$ cat src/rtl/keypad_pkg.sv
// Shared definitions for the 4x3 matrix keypad scanner: key codes, FSM states
// and the (row, column) to key decode.
package keypad_pkg;

  localparam logic [3:0] NOKEY = 4'd10;

  typedef enum logic [1:0] {
    SCAN     = 2'd0,
    DEBOUNCE = 2'd1,
    HELD     = 2'd2,
    RELEASE  = 2'd3
  } state_e;

  typedef struct packed {
    logic [3:0] digit;
    logic       star;
    logic       hash;
  } key_t;

  // Rows 0..2 carry digits 1..9; row 3 is "* 0 #".
  function automatic key_t key_map(input logic [1:0] row, input logic [1:0] col);
    key_t k;
    k.digit = NOKEY;
    k.star  = 1'b0;
    k.hash  = 1'b0;
    if (row != 2'd3) begin
      if (col != 2'd3) k.digit = 4'(row) * 4'd3 + 4'(col) + 4'd1;
    end else begin
      case (col)
        2'd0:    k.star  = 1'b1;
        2'd1:    k.digit = 4'd0;
        2'd2:    k.hash  = 1'b1;
        default: k.digit = NOKEY;
      endcase
    end
    return k;
  endfunction

endpackage

$ cat src/rtl/sync_2ff.sv
// Two-flop synchroniser for asynchronous level inputs, with a configurable
// reset value so idle-high buses come out of reset idle.
module sync_2ff #(
  parameter int               WIDTH     = 1,
  parameter logic [WIDTH-1:0] RESET_VAL = '0
) (
  input  logic             clk_i,
  input  logic             rst_ni,
  input  logic [WIDTH-1:0] d_i,
  output logic [WIDTH-1:0] q_o
);

  logic [WIDTH-1:0] meta_q;
  logic [WIDTH-1:0] sync_q;

  always_ff @(posedge clk_i or negedge rst_ni) begin
    if (!rst_ni) begin
      meta_q <= RESET_VAL;
      sync_q <= RESET_VAL;
    end else begin
      meta_q <= d_i;
      sync_q <= meta_q;
    end
  end

  assign q_o = sync_q;

endmodule

$ cat src/rtl/keypad_scanner.sv
// Row-scanning 4x3 keypad decoder with press/release debounce, producing
// key / time_button / alarm_button levels and a one-cycle new-press strobe.
module keypad_scanner
  import keypad_pkg::*;
#(
  parameter int SCAN_DIV        = 256,
  parameter int DEBOUNCE_CYCLES = 20000
) (
  input  logic       clock,
  input  logic       reset,
  input  logic [2:0] col_n,
  output logic [3:0] row_n,
  output logic [3:0] key,
  output logic       time_button,
  output logic       alarm_button,
  output logic       key_strobe
);

  localparam int DIV_W = $clog2(SCAN_DIV);
  localparam int DEB_W = $clog2(DEBOUNCE_CYCLES);
  localparam logic [DIV_W-1:0] DIV_LAST = DIV_W'(SCAN_DIV - 1);
  localparam logic [DEB_W-1:0] DEB_LAST = DEB_W'(DEBOUNCE_CYCLES - 1);

  logic [2:0] cs;

  sync_2ff #(
    .WIDTH    (3),
    .RESET_VAL(3'b111)
  ) u_col_sync (
    .clk_i (clock),
    .rst_ni(reset),
    .d_i   (col_n),
    .q_o   (cs)
  );

  state_e           state_q;
  logic [1:0]       row_q;
  logic [3:0]       row_n_q;
  logic [DIV_W-1:0] div_q;
  logic [DEB_W-1:0] cnt_q;
  logic [2:0]       cap_q;
  logic [1:0]       cap_col_q;
  logic [3:0]       key_q;
  logic             time_q;
  logic             alarm_q;
  logic             strobe_q;

  logic       single_low;
  logic [1:0] col_idx;
  key_t       km;

  // Zero or several low columns both count as "no key".
  always_comb begin
    single_low = (cs == 3'b110) || (cs == 3'b101) || (cs == 3'b011);
    col_idx    = 2'd0;
    if (!cs[1]) col_idx = 2'd1;
    if (!cs[2]) col_idx = 2'd2;
    km = key_map(row_q, cap_col_q);
  end

  always_ff @(posedge clock or negedge reset) begin
    if (!reset) begin
      state_q   <= SCAN;
      row_q     <= 2'd0;
      row_n_q   <= 4'b1110;
      div_q     <= '0;
      cnt_q     <= '0;
      cap_q     <= 3'b111;
      cap_col_q <= 2'd0;
      key_q     <= NOKEY;
      time_q    <= 1'b0;
      alarm_q   <= 1'b0;
      strobe_q  <= 1'b0;
    end else begin
      strobe_q <= 1'b0;
      case (state_q)
        SCAN: begin
          if (div_q == DIV_LAST) begin
            div_q <= '0;
            if (single_low) begin
              state_q   <= DEBOUNCE;
              cap_q     <= cs;
              cap_col_q <= col_idx;
              cnt_q     <= '0;
            end else begin
              row_q   <= row_q + 2'd1;
              row_n_q <= {row_n_q[2:0], row_n_q[3]};
            end
          end else begin
            div_q <= div_q + DIV_W'(1);
          end
        end
        DEBOUNCE: begin
          if (cs == cap_q) begin
            if (cnt_q == DEB_LAST) begin
              state_q  <= HELD;
              key_q    <= km.digit;
              time_q   <= km.hash;
              alarm_q  <= km.star;
              strobe_q <= 1'b1;
            end else begin
              cnt_q <= cnt_q + DEB_W'(1);
            end
          end else begin
            state_q <= SCAN;
            row_q   <= row_q + 2'd1;
            row_n_q <= {row_n_q[2:0], row_n_q[3]};
            div_q   <= '0;
          end
        end
        HELD: begin
          if (cs != cap_q) begin
            state_q <= RELEASE;
            cnt_q   <= '0;
          end
        end
        RELEASE: begin
          if (cs == 3'b111) begin
            if (cnt_q == DEB_LAST) begin
              state_q <= SCAN;
              row_q   <= row_q + 2'd1;
              row_n_q <= {row_n_q[2:0], row_n_q[3]};
              div_q   <= '0;
              key_q   <= NOKEY;
              time_q  <= 1'b0;
              alarm_q <= 1'b0;
            end else begin
              cnt_q <= cnt_q + DEB_W'(1);
            end
          end else if (cs == cap_q) begin
            // Key came back before the release settled: resume without a new strobe.
            state_q <= HELD;
            cnt_q   <= '0;
          end else begin
            cnt_q <= '0;
          end
        end
        default: state_q <= SCAN;
      endcase
    end
  end

  assign row_n        = row_n_q;
  assign key          = key_q;
  assign time_button  = time_q;
  assign alarm_button = alarm_q;
  assign key_strobe   = strobe_q;

endmodule
$ cat config.mk
export PLATFORM = sky130hd
export DESIGN_NAME = keypad_scanner
export DESIGN_NICKNAME = d
export VERILOG_FILES = /design/src/rtl/keypad_pkg.sv /design/src/rtl/sync_2ff.sv /design/src/rtl/keypad_scanner.sv
export SDC_FILE = /design/constraint.sdc
export NUM_CORES = 1
export LEC_CHECK = 0
export ABC_AREA = 1
export ABC_CLOCK_PERIOD_IN_PS = 2400
export BUFFER_PORTS_ARGS = -buffer_cell sky130_fd_sc_hd__buf_2
export CAP_MARGIN = 5
export CORE_AREA = 2 2 75 77
export DETAILED_ROUTE_END_ITERATION = 12
export DIE_AREA = 0 0 77 79
export MAX_ROUTING_LAYER = met4
export PLACE_DENSITY = 0.85
export SLEW_MARGIN = 10
export SYNTH_ARGS = -nofsm -noshare
export SYNTH_HDL_FRONTEND = slang
export SYNTH_HIERARCHICAL = 1
export SYNTH_SLANG_ARGS = --single-unit
$ cat constraint.sdc
create_clock -name clock -period 2.4 [get_ports clock]
set_input_delay 0.72 -clock clock [delete_from_list [all_inputs] [get_ports clock]]
set_output_delay 0.72 -clock clock [all_outputs]
set_load 0.02 [all_outputs]
==> results by group <==
Outcome
  – Result of the run: complete, no violations

Yosys
  – Unique masters post-synth: 38
  – Synth Area per Inst: just over 7 um^2
  – Count of flip-flops with a built-in enable after synthesis: 0
  – Cell types with the highest counts after synthesis: sky130_fd_sc_hd__nand2_1, sky130_fd_sc_hd__nand3_1, sky130_fd_sc_hd__inv_1
  – Portion of the post-synthesis area used by sequential elements: ~40%
  – Most used flip-flop cell after synthesis: sky130_fd_sc_hd__dfrtp_1
  – Synth Register Bits: 49
  – Most area-consuming cells after synthesis: sky130_fd_sc_hd__dfrtp_1, sky130_fd_sc_hd__nand2_1, sky130_fd_sc_hd__dfstp_2
  – Cell area after synthesis: a little over 0.003 mm^2
  – Area share of the largest cell type after synthesis: 28.3%
  – Syn_nets: 440
  – Dominant cell type by area after synthesis: sky130_fd_sc_hd__dfrtp_1
  – Synthesized instance count: roughly 430
  – Fraction of synthesis flops using an asynchronous set or reset pin: 100%
  – Synth warnings: 6
  – Cell with the most instances after synthesis: sky130_fd_sc_hd__nand2_1

Floorplan
  – Y dimension of the die: roughly 80 um
  – Effective utilization at floorplan: between 50 and 60%
  – Std cell rows: 27
  – Total Die Area: ~0.0061 mm^2
  – Total core area: approximately 0.0053 mm^2
  – X dimension of the die: slightly below 80 um
  – IO Count: 16

Critical path
  – Critical path startpoint: cnt_q[0]
  – Slowest-stage cell, CP: sky130_fd_sc_hd__dfrtp_1
  – Stage delay of the slowest cell on the critical path: about 0.50 ns
  – Crit end category: flip-flop
  – Crit path buffers/inverters: 1
  – Worst r2r src: cnt_q[0]
  – Critical path class: reg2reg
  – List of cells traversed by the critical path: ha_1 -> nand3_2 -> inv_2 -> nand2_2 -> nor2_4 -> nor2_2 -> nor2_8 -> nand2_4 -> xor2_1
  – CP Capture Point: row_q[0]
  – Destination of the worst register-to-register timing path: row_q[0]
  – Data required time at the worst endpoint: between 2 and 3 ns
  – Instance count on the critical path: 9
  – Minimum setup slack among reg-to-reg paths: between 0.3 and 0.4 ns
  – Family with the most delay on the worst path: simple AND/OR/NAND/NOR gates
  – Category of the worst setup path launch point: flip-flop
  – Logic depth of the worst register-to-register path: 9
  – Arrival time of data at the critical path endpoint: roughly 2.2 ns
  – Highest net fanout along the worst path: 16

STA
  – Worst setup slack after layout: around 0.38 ns
  – Final total negative setup slack: 0 ns
  – Ratio of final minimum period to clock period: between 80 and 90%
  – Maximum achievable frequency: just under 500 MHz
  – Time the final worst path needs with I/O delays and setup: approximately 2 ns
  – Max Slew Vio Count: 0
  – RSZ-0062 raised after global routing: false
  – Pin slew with the least headroom to its limit: ~0.54 ns
  – Final hold viol count: 0
  – Setup clock skew after layout: 0.00892 ns
  – Relative slew slack: about 64%
  – Count of final setup violators: 0
  – Minimum hold slack: about 0.36 ns

Clock network
  – Worst-skew pair later-pin latency: about 0.31 ns
  – Clk pin slew, worst setup/hold paths: 0.09 ns
  – Deepest level of the CTS H-tree: 2
  – Sink Count: slightly below 50
  – Total CTS buffers: 5
  – Clock tree from TritonCTS: done
  – Maximum buffer depth of the clock tree: 2
  – Setup repair bufs after CTS: 0
  – CTS hold repair buffers: 0
  – Clock Root Buffer: sky130_fd_sc_hd__clkbuf_8
  – Number of instances resized during post-cts repair: 0

Placed design
  – Cell count after placement: between 500 and 600
  – Port bufs: 15
  – Half-perimeter wire length of the detailed placement result: slightly below 5000 um
  – Worst slack at placement: 0.398 ns
  – Weighted congestion reported at the end of routability-driven placement: approximately 0.94

GRT
  – First-pass GRT wire length: 11,600 um
  – Initial antenna violation count: 0
  – GRT Resource Usage Total: roughly 24%
  – Number of global-route vias before repair: 2,660
  – Pin count of the biggest net entering global routing: 29
  – Sum of overflow across all layers after global routing: 0

Routing
  – Routed via count divided by cell count: ~5.4
  – Final wirelength: ~6600 um
  – Final routed wire length divided by cell count: between 10 and 15 um
  – DRC violation total after the first TritonRoute iteration: between 150 and 200
  – Antenna violation net count after detailed routing: 0
  – DRC violation count after routing: 0
  – First-pass DRT Iterations: 4
  – Routed vias: about 2.8k

Final layout
  – Fill cells: around 480
  – Share of the core filled with cells in the final layout: 62.9%
  – Diodes inserted: 0
  – Count of placed standard cells in the final layout, fillers left out: around 520
  – Area grow syn2layout: 8.40%
  – Layout cells sized above 1: ~14%
  – Final #Nets: about 460

Pwr
  – Worst vdd rail ir drop: around 0.28 mV
  – Leakage dissipation: roughly 1.7 nW
  – PD cells: approximately 450 mW/mm^2

Job
  – Number of max-cap violations: 0

Worst hold path
  – Worst hold path class: reg2reg
registers in the layout, indices dropped and copies added, names as in the netlist:
| register | flops |
|---|---|
| time_button | 1 |
| cap_col_q | 2 |
| key | 4 |
| cnt_q | 15 |
| key_strobe | 1 |
| row_n | 4 |
| alarm_button | 1 |
| u_col_sync/meta_q | 3 |
| cap_q | 3 |
| div_q | 8 |
| row_q | 2 |
| state_q | 2 |
| u_col_sync/q_o | 3 |
power breakdown:
group / total, mW / internal, mW / leakage, nW / switching (mW)
Sequential: 0.840 / 0.835 / 0.620 / 0.00489
Combinational: 0.0428 / 0.0116 / 0.995 / 0.0312
Clock: 0.620 / 0.339 / 0.0574 / 0.281
Total: 1.50 / 1.19 / 1.67 / 0.317
kinds of logic (layout without fill, tap and decap cells):
kind of cell	Yosys count	count (layout)	synth area share, %
DFF	49	49	40.1
xor gates and xnor gates	5	5	1.41
and+or+nand+nor	268	268	39.7
buffers and inverters	56	73	7.63
adders and majority gates	8	8	3.72
AOI/OAI and AO/OA	41	41	7.39
worst min path at each step:
| stage | endpoint | startpoint | cells past startpoint |
|---|---|---|---|
| finish | u_col_sync/q_o[2] | u_col_sync/meta_q[2] | 0 |
| global route | u_col_sync/q_o[0] | u_col_sync/meta_q[0] | 0 |
| CTS | u_col_sync/q_o[0] | u_col_sync/meta_q[0] | 0 |
| detailed placement | u_col_sync/q_o[0] | u_col_sync/meta_q[0] | 0 |
| global placement | u_col_sync/q_o[0] | u_col_sync/meta_q[0] | 0 |
| floorplan | u_col_sync/q_o[0] | u_col_sync/meta_q[0] | 0 |
per-stage QoR:
stage	power (mW)	cell area, um^2
2_1_floorplan	0.872	3100
3_3_place_gp	0.898	3240
3_5_place_dp	0.900	3240
4_1_cts	1.52	3360
5_1_grt	1.55	3360
6_report	1.50	3360
area by class of cell:
| class | instances | area [um^2] | area share, % |
|---|---|---|---|
| clock buffers | 6 | 82.6 | 2.46 |
| clock inverters | 2 | 37.5 | 1.12 |
| inverters | 47 | 176 | 5.25 |
| multi-input cells | 322 | 1620 | 48.2 |
| flip-flops and latches | 49 | 1240 | 37.0 |
| well taps | 72 | 90.1 | 2.68 |
| repair buffers | 18 | 110 | 3.28 |
cell usage in the layout, fill, tap and decap left out, types with 4 or more instances in the layout:
cell type                  netlist  layout
sky130_fd_sc_hd__dfstp_2        14      14
sky130_fd_sc_hd__o21ai_1        10      10
sky130_fd_sc_hd__inv_2           8       8
sky130_fd_sc_hd__ha_1            6       6
sky130_fd_sc_hd__inv_1          39      39
sky130_fd_sc_hd__nor2_1         37      37
sky130_fd_sc_hd__o21ai_0        21      21
sky130_fd_sc_hd__clkbuf_8        0       6
sky130_fd_sc_hd__xor2_1          4       4
sky130_fd_sc_hd__buf_2           3      15
sky130_fd_sc_hd__nand2_1       149     149
sky130_fd_sc_hd__nand3_1        48      48
sky130_fd_sc_hd__nand4_1        14      14
sky130_fd_sc_hd__dfrtp_1        35      35
per-layer routing:
| layer | vias up | wire (um) | track usage (%) |
|---|---|---|---|
| li1 | 1407 | - | - |
| met1 | 1312 | 2920 | 29.1 |
| met2 | 68 | 3310 | 41.3 |
| met3 | 11 | 252 | 3.98 |
| met4 | 0 | 112 | 9.11 |
| met5 | - | 0 | - |
worst reg2reg max path: stages (launching register included):
cell                      delay (ns)
sky130_fd_sc_hd__dfrtp_1        0.50
sky130_fd_sc_hd__ha_1           0.32
sky130_fd_sc_hd__nand3_2        0.14
sky130_fd_sc_hd__inv_2          0.11
sky130_fd_sc_hd__nand2_2        0.07
sky130_fd_sc_hd__nor2_4         0.17
sky130_fd_sc_hd__nor2_2         0.09
sky130_fd_sc_hd__nor2_8         0.26
sky130_fd_sc_hd__nand2_4        0.11
sky130_fd_sc_hd__xor2_1         0.15
Power figures use the tool's default switching activity.
